--- src/rtl/seq_pkg.sv ---
// Shared definitions for the instruction sequencer: state encodings,
// opcode constants and instruction field positions.
package seq_pkg;

  typedef enum logic [2:0] {
    ST_IDLE     = 3'd0,
    ST_FETCH    = 3'd1,
    ST_LOAD_REG = 3'd2,
    ST_ALU      = 3'd3,
    ST_WB       = 3'd4,
    ST_HALT     = 3'd5
  } state_e;

  localparam int INSTR_W = 16;
  localparam int OPC_MSB = 15;
  localparam int OPC_LSB = 12;

  localparam logic [3:0] OP_NOP  = 4'h0;
  localparam logic [3:0] OP_BRCC = 4'h8;
  localparam logic [3:0] OP_JMP  = 4'h9;
  localparam logic [3:0] OP_HALT = 4'hF;

  function automatic logic [3:0] get_opcode(input logic [INSTR_W-1:0] instr);
    return instr[OPC_MSB:OPC_LSB];
  endfunction

  function automatic logic is_alu_opcode(input logic [3:0] opc);
    return (opc >= 4'h1) && (opc <= 4'h7);
  endfunction

endpackage

--- src/rtl/seq_pc.sv ---
// Program counter for the instruction sequencer: synchronous clear,
// load of a jump/branch target, and modulo-2^ADDR_W increment.
module seq_pc #(
  parameter int ADDR_W = 8
) (
  input  logic              clk,
  input  logic              clr_i,
  input  logic              load_i,
  input  logic              inc_i,
  input  logic [ADDR_W-1:0] target_i,
  output logic [ADDR_W-1:0] pc_o
);

  logic [ADDR_W-1:0] pc_q;
  logic [ADDR_W-1:0] pc_d;

  // Next PC: clear beats load beats increment; the add wraps naturally
  always_comb begin
    pc_d = pc_q;
    if (clr_i) begin
      pc_d = '0;
    end else if (load_i) begin
      pc_d = target_i;
    end else if (inc_i) begin
      pc_d = pc_q + ADDR_W'(1);
    end else begin
      pc_d = pc_q;
    end
  end

  // PC register
  always_ff @(posedge clk) begin
    pc_q <= pc_d;
  end

  assign pc_o = pc_q;

endmodule

--- src/rtl/instr_sequencer.sv ---
// Multi-cycle instruction sequencer: FETCH / LOAD_REG / ALU / WB control FSM.
// Define SEQ_TIMEOUT_EN to add a fetch watchdog that aborts a stalled fetch.
module instr_sequencer
  import seq_pkg::*;
#(
  parameter int ADDR_W  = 8,
  parameter int TIMEOUT = 15
) (
  input  logic               clk,
  input  logic               rst_n,
  input  logic               start,
  input  logic               condition_code,
  output logic               imem_req,
  output logic [ADDR_W-1:0]  imem_addr,
  input  logic               imem_ack,
  input  logic [INSTR_W-1:0] imem_data,
  output logic               rf_rd_en,
  output logic               alu_en,
  output logic               rf_wr_en,
  output logic [2:0]         alu_op,
  output logic [2:0]         current_state,
  output logic               halted,
  output logic               fetch_err
);

  state_e               state_q;
  state_e               state_d;
  logic [INSTR_W-1:0]   instr_q;
  logic [INSTR_W-1:0]   instr_d;
  logic                 pc_load_s;
  logic                 pc_inc_s;
  logic [ADDR_W-1:0]    pc_s;
  logic [3:0]           opc_s;
  logic                 timeout_s;
  logic                 unused_instr_s;

  assign opc_s          = get_opcode(instr_q);
  assign unused_instr_s = ^instr_q;

  seq_pc #(.ADDR_W(ADDR_W)) u_pc (
    .clk      (clk),
    .clr_i    (~rst_n),
    .load_i   (pc_load_s),
    .inc_i    (pc_inc_s),
    .target_i (instr_q[ADDR_W-1:0]),
    .pc_o     (pc_s)
  );

`ifdef SEQ_TIMEOUT_EN
  localparam int WD_W = $clog2(TIMEOUT + 1);

  logic [WD_W-1:0] wd_q;
  logic [WD_W-1:0] wd_d;
  logic            fetch_err_q;
  logic            fetch_err_d;

  // Watchdog: counts unacknowledged FETCH cycles, cleared whenever FETCH is left
  always_comb begin
    wd_d        = '0;
    fetch_err_d = 1'b0;
    timeout_s   = 1'b0;
    if ((state_q == ST_FETCH) && !imem_ack) begin
      if (wd_q == WD_W'(TIMEOUT - 1)) begin
        timeout_s   = 1'b1;
        fetch_err_d = 1'b1;
      end else begin
        wd_d = wd_q + WD_W'(1);
      end
    end else begin
      wd_d = '0;
    end
  end

  // Watchdog counter and registered error pulse
  always_ff @(posedge clk) begin
    if (!rst_n) begin
      wd_q        <= '0;
      fetch_err_q <= 1'b0;
    end else begin
      wd_q        <= wd_d;
      fetch_err_q <= fetch_err_d;
    end
  end

  assign fetch_err = fetch_err_q;
`else
  localparam int unused_timeout_lp = TIMEOUT;

  assign timeout_s = 1'b0;
  assign fetch_err = 1'b0;
`endif

  // Next-state, instruction latch and PC control
  always_comb begin
    state_d   = state_q;
    instr_d   = instr_q;
    pc_load_s = 1'b0;
    pc_inc_s  = 1'b0;
    case (state_q)
      ST_IDLE: begin
        if (start) state_d = ST_FETCH;
        else       state_d = ST_IDLE;
      end
      ST_FETCH: begin
        if (imem_ack) begin
          instr_d  = imem_data;
          pc_inc_s = 1'b1;
          state_d  = ST_LOAD_REG;
        end else if (timeout_s) begin
          state_d = ST_IDLE;
        end else begin
          state_d = ST_FETCH;
        end
      end
      ST_LOAD_REG: begin
        if (is_alu_opcode(opc_s)) begin
          state_d = ST_ALU;
        end else begin
          case (opc_s)
            OP_JMP: begin
              pc_load_s = 1'b1;
              state_d   = ST_FETCH;
            end
            OP_BRCC: begin
              pc_load_s = condition_code;
              state_d   = ST_FETCH;
            end
            OP_HALT: state_d = ST_HALT;
            default: state_d = ST_FETCH;
          endcase
        end
      end
      ST_ALU: state_d = ST_WB;
      ST_WB: begin
        if (start) state_d = ST_FETCH;
        else       state_d = ST_IDLE;
      end
      ST_HALT: begin
        if (start) state_d = ST_HALT;
        else       state_d = ST_IDLE;
      end
      default: state_d = ST_IDLE;
    endcase
  end

  // State and latched instruction registers
  always_ff @(posedge clk) begin
    if (!rst_n) begin
      state_q <= ST_IDLE;
      instr_q <= '0;
    end else begin
      state_q <= state_d;
      instr_q <= instr_d;
    end
  end

  // Moore output decode; strobes are one-hot by construction
  always_comb begin
    imem_req = 1'b0;
    rf_rd_en = 1'b0;
    alu_en   = 1'b0;
    rf_wr_en = 1'b0;
    halted   = 1'b0;
    case (state_q)
      ST_FETCH:    imem_req = 1'b1;
      ST_LOAD_REG: rf_rd_en = 1'b1;
      ST_ALU:      alu_en   = 1'b1;
      ST_WB:       rf_wr_en = 1'b1;
      ST_HALT:     halted   = 1'b1;
      default:     imem_req = 1'b0;
    endcase
  end

  assign imem_addr     = pc_s;
  assign alu_op        = opc_s[2:0];
  assign current_state = state_q;

endmodule

--- config.mk ---
export PLATFORM = sky130hd
export DESIGN_NAME = instr_sequencer
export DESIGN_NICKNAME = d
export VERILOG_FILES = /design/src/rtl/seq_pkg.sv /design/src/rtl/seq_pc.sv /design/src/rtl/instr_sequencer.sv
export SDC_FILE = /design/constraint.sdc
export NUM_CORES = 1
export LEC_CHECK = 0
export ABC_CLOCK_PERIOD_IN_PS = 1800
export CORE_MARGIN = 2
export CORE_UTILIZATION = 53
export DETAILED_ROUTE_END_ITERATION = 8
export DONT_BUFFER_PORTS = 1
export HOLD_SLACK_MARGIN = 0.02
export PLACE_DENSITY = 0.72
export SLEW_MARGIN = 25
export SYNTH_ARGS = -nofsm -noshare
export SYNTH_HDL_FRONTEND = slang
export SYNTH_SLANG_ARGS = --single-unit
--- constraint.sdc ---
create_clock -name clk -period 1.8 [get_ports clk]
set_input_delay 0.18 -clock clk [delete_from_list [all_inputs] [get_ports clk]]
set_output_delay 0.18 -clock clk [all_outputs]
set_load 0.005 [all_outputs]
**Yosys cells after proc, flatten, opt, wreduce, memory -nomap -nowiden**

Index checks and enable logic that the tools add are counted.

- Reductions and logical operators: 5
- Equality and inequality tests: 8
- Multiplexer cells: 18
- Order comparisons: 2
- Add/subtract/negate cells: 1

Operator list:

| kind | number |
|---|---|
| $mux 8 | 2 |
| $pmux 3 s5 | 1 |
| $eq 4x4->1 const B | 3 |
| $mux 1 | 10 |
| $mux 3 | 3 |
| $add 8x1->8 const B | 1 |
| $eq 3x2->1 const B | 2 |
| $eq 3x3->1 const B | 2 |
| $ge 4x1->1 const B | 1 |
| $le 4x3->1 const B | 1 |
| $eq 3x1->1 const B | 1 |
| $logic_not 3->1 | 1 |
| $mux 2 | 1 |
| $pmux 1 s2 | 1 |
| $reduce_and 2->1 | 1 |
| $reduce_bool 2->1 | 1 |
| $reduce_or 2->1 | 1 |
| $logic_and 1x1->1 | 1 |

- Input bits: 21
- Output and inout port bits: 20
- Register bits: 27
- Logic and storage cells: 37

**Longest topological paths before layout**

- Depth in word-level cells: 5
- Gate-level depth with buffers: 6
- Gate-level depth less buffers: 5

**Cells and area by module**

Synthesis repeated with hierarchy kept, for this count alone.

- Cells, all modules: 140
- Area total of the unflattened synthesis: 1226.2 um^2

By module, submodules not included:

| module | cells each | area an instance (um^2) | sequential area each (um^2) | instances |
|---|---|---|---|---|
| instr_sequencer | 87 | 762.0 | 300.3 | 1 |
| seq_pc | 53 | 464.2 | 160.2 | 1 |

**Worst setup path before layout**

Ideal clock, no wire load.

- Path kind: flip-flop to flip-flop
- From: register state_q[2] (netlist: current_state[2])
- To: register u_pc.pc_q[6] (netlist: u_pc.pc_o[6])
- Slack: 0.488 ns
- Arrival time: 1.190 ns
- Path buffers: 2
- Stages on the path, launching flop included: 7
- Setup time: 0.122 ns
- Clock period less this slack: 1.312 ns
- Required time: 1.678 ns
- Cell sequence: dfxtp_1 -> buf_6 -> and4bb_1 -> and3_1 -> buf_4 -> a32oi_1 -> a21boi_1

- Longest elaborated chain between the ends: 3
- Elaborated cells on any way between the ends: 6
- Those cells by class: 2 x eq/ne; 3 x mux; 1 x reduce/logical

Ends and longest elaborated chain:

| what | RTL line | text |
|---|---|---|
| start, declared | instr_sequencer.sv:26 | `state_e state_q;` |
| start signal, assigned | instr_sequencer.sv:152 | `state_q <= state_d;` |
| $eq 3x2->1 or $eq 3x1->1 (tied branches) | instr_sequencer.sv:99 | `case (state_q)` |
| $mux 1 | instr_sequencer.sv:99 |  |
| $mux 8 or $reduce_bool 2->1 (tied branches) | - |  |
| end signal, assigned | seq_pc.sv:33 | `pc_q <= pc_d;` |
| end, declared | seq_pc.sv:14 | `logic [ADDR_W-1:0] pc_q;` |

Several ways; a longest one is shown, not always the timed one.
A chain may end at the register's enable or synchronous reset.

**Worst setup path after layout**

- From: register state_q[1] (netlist: current_state[1])
- To: register u_pc.pc_q[2] (netlist: u_pc.pc_o[2])

The elaborated chain is that of the path after synthesis.

==> run summary <==
The flow ran to the end, and the final reports show no timing, DRC or antenna violations. Cells fill 63.1% of the core in the end. The sum of negative setup slack is 0 ps, and the H-tree level count is 1. The clock period minus final worst setup slack is 1580 ps.

The HPWL after detailed placement is 1.79 mm. The count of flip-flops with a built-in enable after synthesis is 0. The area growth from synthesis to layout is 15.3%. The total routed wirelength is 2.70 mm. During placement, the flow inserted port buffers numbering 0. Highest metal layer with signal wires: met4.

The synthesized netlist devotes 1.05% of its cell area to adder and majority cells. By count the netlist is led by sky130_fd_sc_hd__nand2_1, sky130_fd_sc_hd__dfxtp_1, sky130_fd_sc_hd__a21boi_1. The worst hold path depth came out at 1. CTS placed an instance of sky130_fd_sc_hd__clkbuf_4 at the clock tree root. The share of synthesized area in the top cell type comes to 38.8%. Setup repair after global routing left no endpoint under its margin. sky130_fd_sc_hd__dfxtp_1 takes more of the synthesized area than any other cell.

The pre-antenna-repair detailed-routing pass consisted of 4 iterations. The run gives 300 ps as the source-to-sink clock delay at the later pin of the worst-skew pair. The tools report the startpoint class of the critical path as a flop. The Yosys step of the flow raised 0 warnings. The critical path runs through a total of 4 cells.

Data arrives at the worst endpoint at 1830 ps. The longest clock path from root to sink contains 2 buffers. The number of cell instances on the worst register-to-register path works out to 4. Global routing used 21.5% of the available tracks. In this run, distinct cell masters in the synthesized netlist total 35. In this run the standard cell core region covers 0.00217 mm². For the largest net degree at the start of global routing, the log shows 23. The number of antenna diodes in the final layout is 0.

VDD sags by at most 0.391 mV. Of the total synthesized cell area, the portion taken by XOR and XNOR cells is 0%. Wire segments on met3 add up to 168 µm in the final route. For this block, the via count after detailed routing is 1067.

The clock arrives with 5.45 ps of skew. The highest-delay cell along the critical path was sky130_fd_sc_hd__dfxtp_1. The tools report the number of rows in the core area as 17. The setup check on the worst reg-to-reg path leaves a slack of 220 ps. Headroom to the max-slew limit came out at 61.9%.

For the share of synthesized area occupied by flip-flops and latches, the log shows 38.8%. The fraction of synthesized area in multiplexers works out to 0.843%. Using the TritonRoute via totals, the vias-per-cell ratio works out to 5.74. The post-route netlist has 7.59% of its cells at a drive strength greater than 1. Data on the critical path is required at its endpoint by 2050 ps.

The number of buffers added for setup after CTS came out at 0. The worst hold path belongs to the class in2reg. The area share of and/or/nand/nor cells after synthesis works out to 25.6%.

The first global-routing pass estimated 4.40 mm of wire. The clock drives 23 sinks. In this run the horizontal extent of the chip is 51.3 µm. Together, buffers and inverters on the worst path number 0. The net count after synthesis came out at 168. Summed over all nets, wire length on met2 after detailed routing comes to 1.31 mm.

The initial core utilization came out at 54.7%. The tools report the overall die area as 0.00263 mm². In the synthesized netlist the dominant register cell turns out to be sky130_fd_sc_hd__dfxtp_1.

Setup violations remaining at the end of the flow were counted as 0. After the last flow step, the layout net total stands at 181. For the final weighted congestion of routability-driven global placement, the log shows 0.755. Global routing finished with a remaining overflow of 0.

The logs give 24 for the number of DRC markers after the initial detailed-route iteration and 0.895 mW for the overall power consumption. The most common cell in the netlist is sky130_fd_sc_hd__nand2_1. The vertical die dimension came out at 51.3 µm.

The clock transition at the registers of the reported paths was 120 ps. The count of nets left with antenna violations once routing finished came out at 0. The number of storage elements in the synthesis netlist was 23. The final count of pins violating max slew was 0.

The final critical path takes up 88.0% of the cycle. At the pin with the least slew margin, the transition time is 570 ps. The number of antenna violations at the first check in global routing was 0. The maximum fanout count along the critical path is 8, and the power density of the placed cells is 654 mW/mm². Ranked by total cell area, the synthesized netlist is headed by sky130_fd_sc_hd__dfxtp_1, sky130_fd_sc_hd__a21boi_1, sky130_fd_sc_hd__nand2_1.

STA classifies the critical path endpoint as a flop. Summed over all cells, the static leakage comes to 0.500 nW. The signal on the critical path passes through and4bb_1 -> and3_1 -> a21oi_1 -> a21boi_1. The run gives 41 as the top-level port count. After synthesis, the largest family of logic cells by area is simple AND/OR/NAND/NOR gates. The number of max-cap violations is 0. In the routed design, unresolved DRC markers number 0. The number of global-route vias before repair is 1014. After detailed routing, the wire length on met1 is 1.22 mm. The category of the critical setup timing path was reg2reg. The async set-reset flop share out of synthesis was 0%; the compound-gate portion of the synthesized area was 25.1%.

The synthesized area divided by synthesized cell count was 8.13 µm²; the post-synth design cell area was 0.00119 mm². Static timing analysis puts the maximum clock frequency at 631 MHz. The top cell family by delay on the critical path was simple AND/OR/NAND/NOR gates. The number of failing hold endpoints at the final stage was 0. Dividing the detail-routed wire length by the instance count gives 14.5 µm. TritonCTS built the clock tree.

The synthesized instance count was 146; the worst stage delay on the critical path was 540 ps. Clock tree synthesis inserted a total of 3 buffers.
cell type report:
| type | instances | area, µm² |
|---|---|---|
| fill | 205 | 801 |
| timing repair buffer | 21 | 195 |
| tap | 28 | 35.0 |
| sequential | 23 | 460 |
| multi-input combinational | 106 | 637 |
| inverter | 4 | 15.0 |
| clock buffer | 4 | 26.3 |
cells by family (layout without fill, tap and decap cells):
logic type,Yosys count,after routing
simple gates,60,60
compound gates,43,43
flops,23,23
buf+inv,17,29
fa+ha+maj,1,1
other cells,1,1
mux,1,1
metrics by stage:
stage	instance area [µm²]	hold WS, ps	cells	worst slack [ps]
floorplan	1190	315	146	488
global placement	1190	307	167	314
detailed placement	1190	307	167	279
CTS	1360	20.9	185	248
global route	1370	20.5	186	75.6
finish	1370	26.7	186	216
registers in the layout (all words and copies together) (netlist names):
name           count
instr_q           12
u_pc.pc_o          8
current_state      3
final timing paths:
| kind | startpoint | to |
|---|---|---|
| worst max-delay path | current_state[1] | u_pc.pc_o[2] |
| worst min-delay path | rst_n | instr_q[12] |
| worst max register to register | current_state[1] | u_pc.pc_o[2] |
| worst min register to register | instr_q[4] | instr_q[4] |
where the power goes:
group / total (mW) / switching, mW / internal (mW) / leakage (nW)
combinational: 0.118 / 0.0550 / 0.0634 / 0.299
sequential: 0.541 / 0.0168 / 0.525 / 0.186
clock: 0.235 / 0.149 / 0.0863 / 0.0150
what timing repair did:
action,CTS,global route
endpoints found under the hold margin,21,2
hold buffers,14,1
gates resized for setup,0,0
placed cells by master, fill, tap and decap left out, types with 2 or more instances in the layout:
master	synthesis	final
sky130_fd_sc_hd__a21boi_0	2	2
sky130_fd_sc_hd__a21boi_1	17	17
sky130_fd_sc_hd__a21oi_1	6	6
sky130_fd_sc_hd__a31oi_1	3	3
sky130_fd_sc_hd__and3_1	6	6
sky130_fd_sc_hd__buf_4	7	6
sky130_fd_sc_hd__clkbuf_4	0	3
sky130_fd_sc_hd__dfxtp_1	23	23
sky130_fd_sc_hd__dlygate4sd3_1	0	15
sky130_fd_sc_hd__inv_1	4	4
sky130_fd_sc_hd__nand2_1	31	31
sky130_fd_sc_hd__nand4_1	2	2
sky130_fd_sc_hd__nor2_1	5	5
sky130_fd_sc_hd__nor3_1	4	4
sky130_fd_sc_hd__nor3b_1	3	3
sky130_fd_sc_hd__nor4_1	3	3
sky130_fd_sc_hd__o21ai_0	2	2
sky130_fd_sc_hd__o21ai_1	6	6
routing by layer:
metal | vias up | global-route usage [%]
met4 | 0 | 3.95
li1 | 534 | -
met1 | 495 | 27.1
met3 | 2 | 4.97
met2 | 36 | 37.9
met5 | - | 0
No activity file was read; power rests on OpenSTA's default activity.
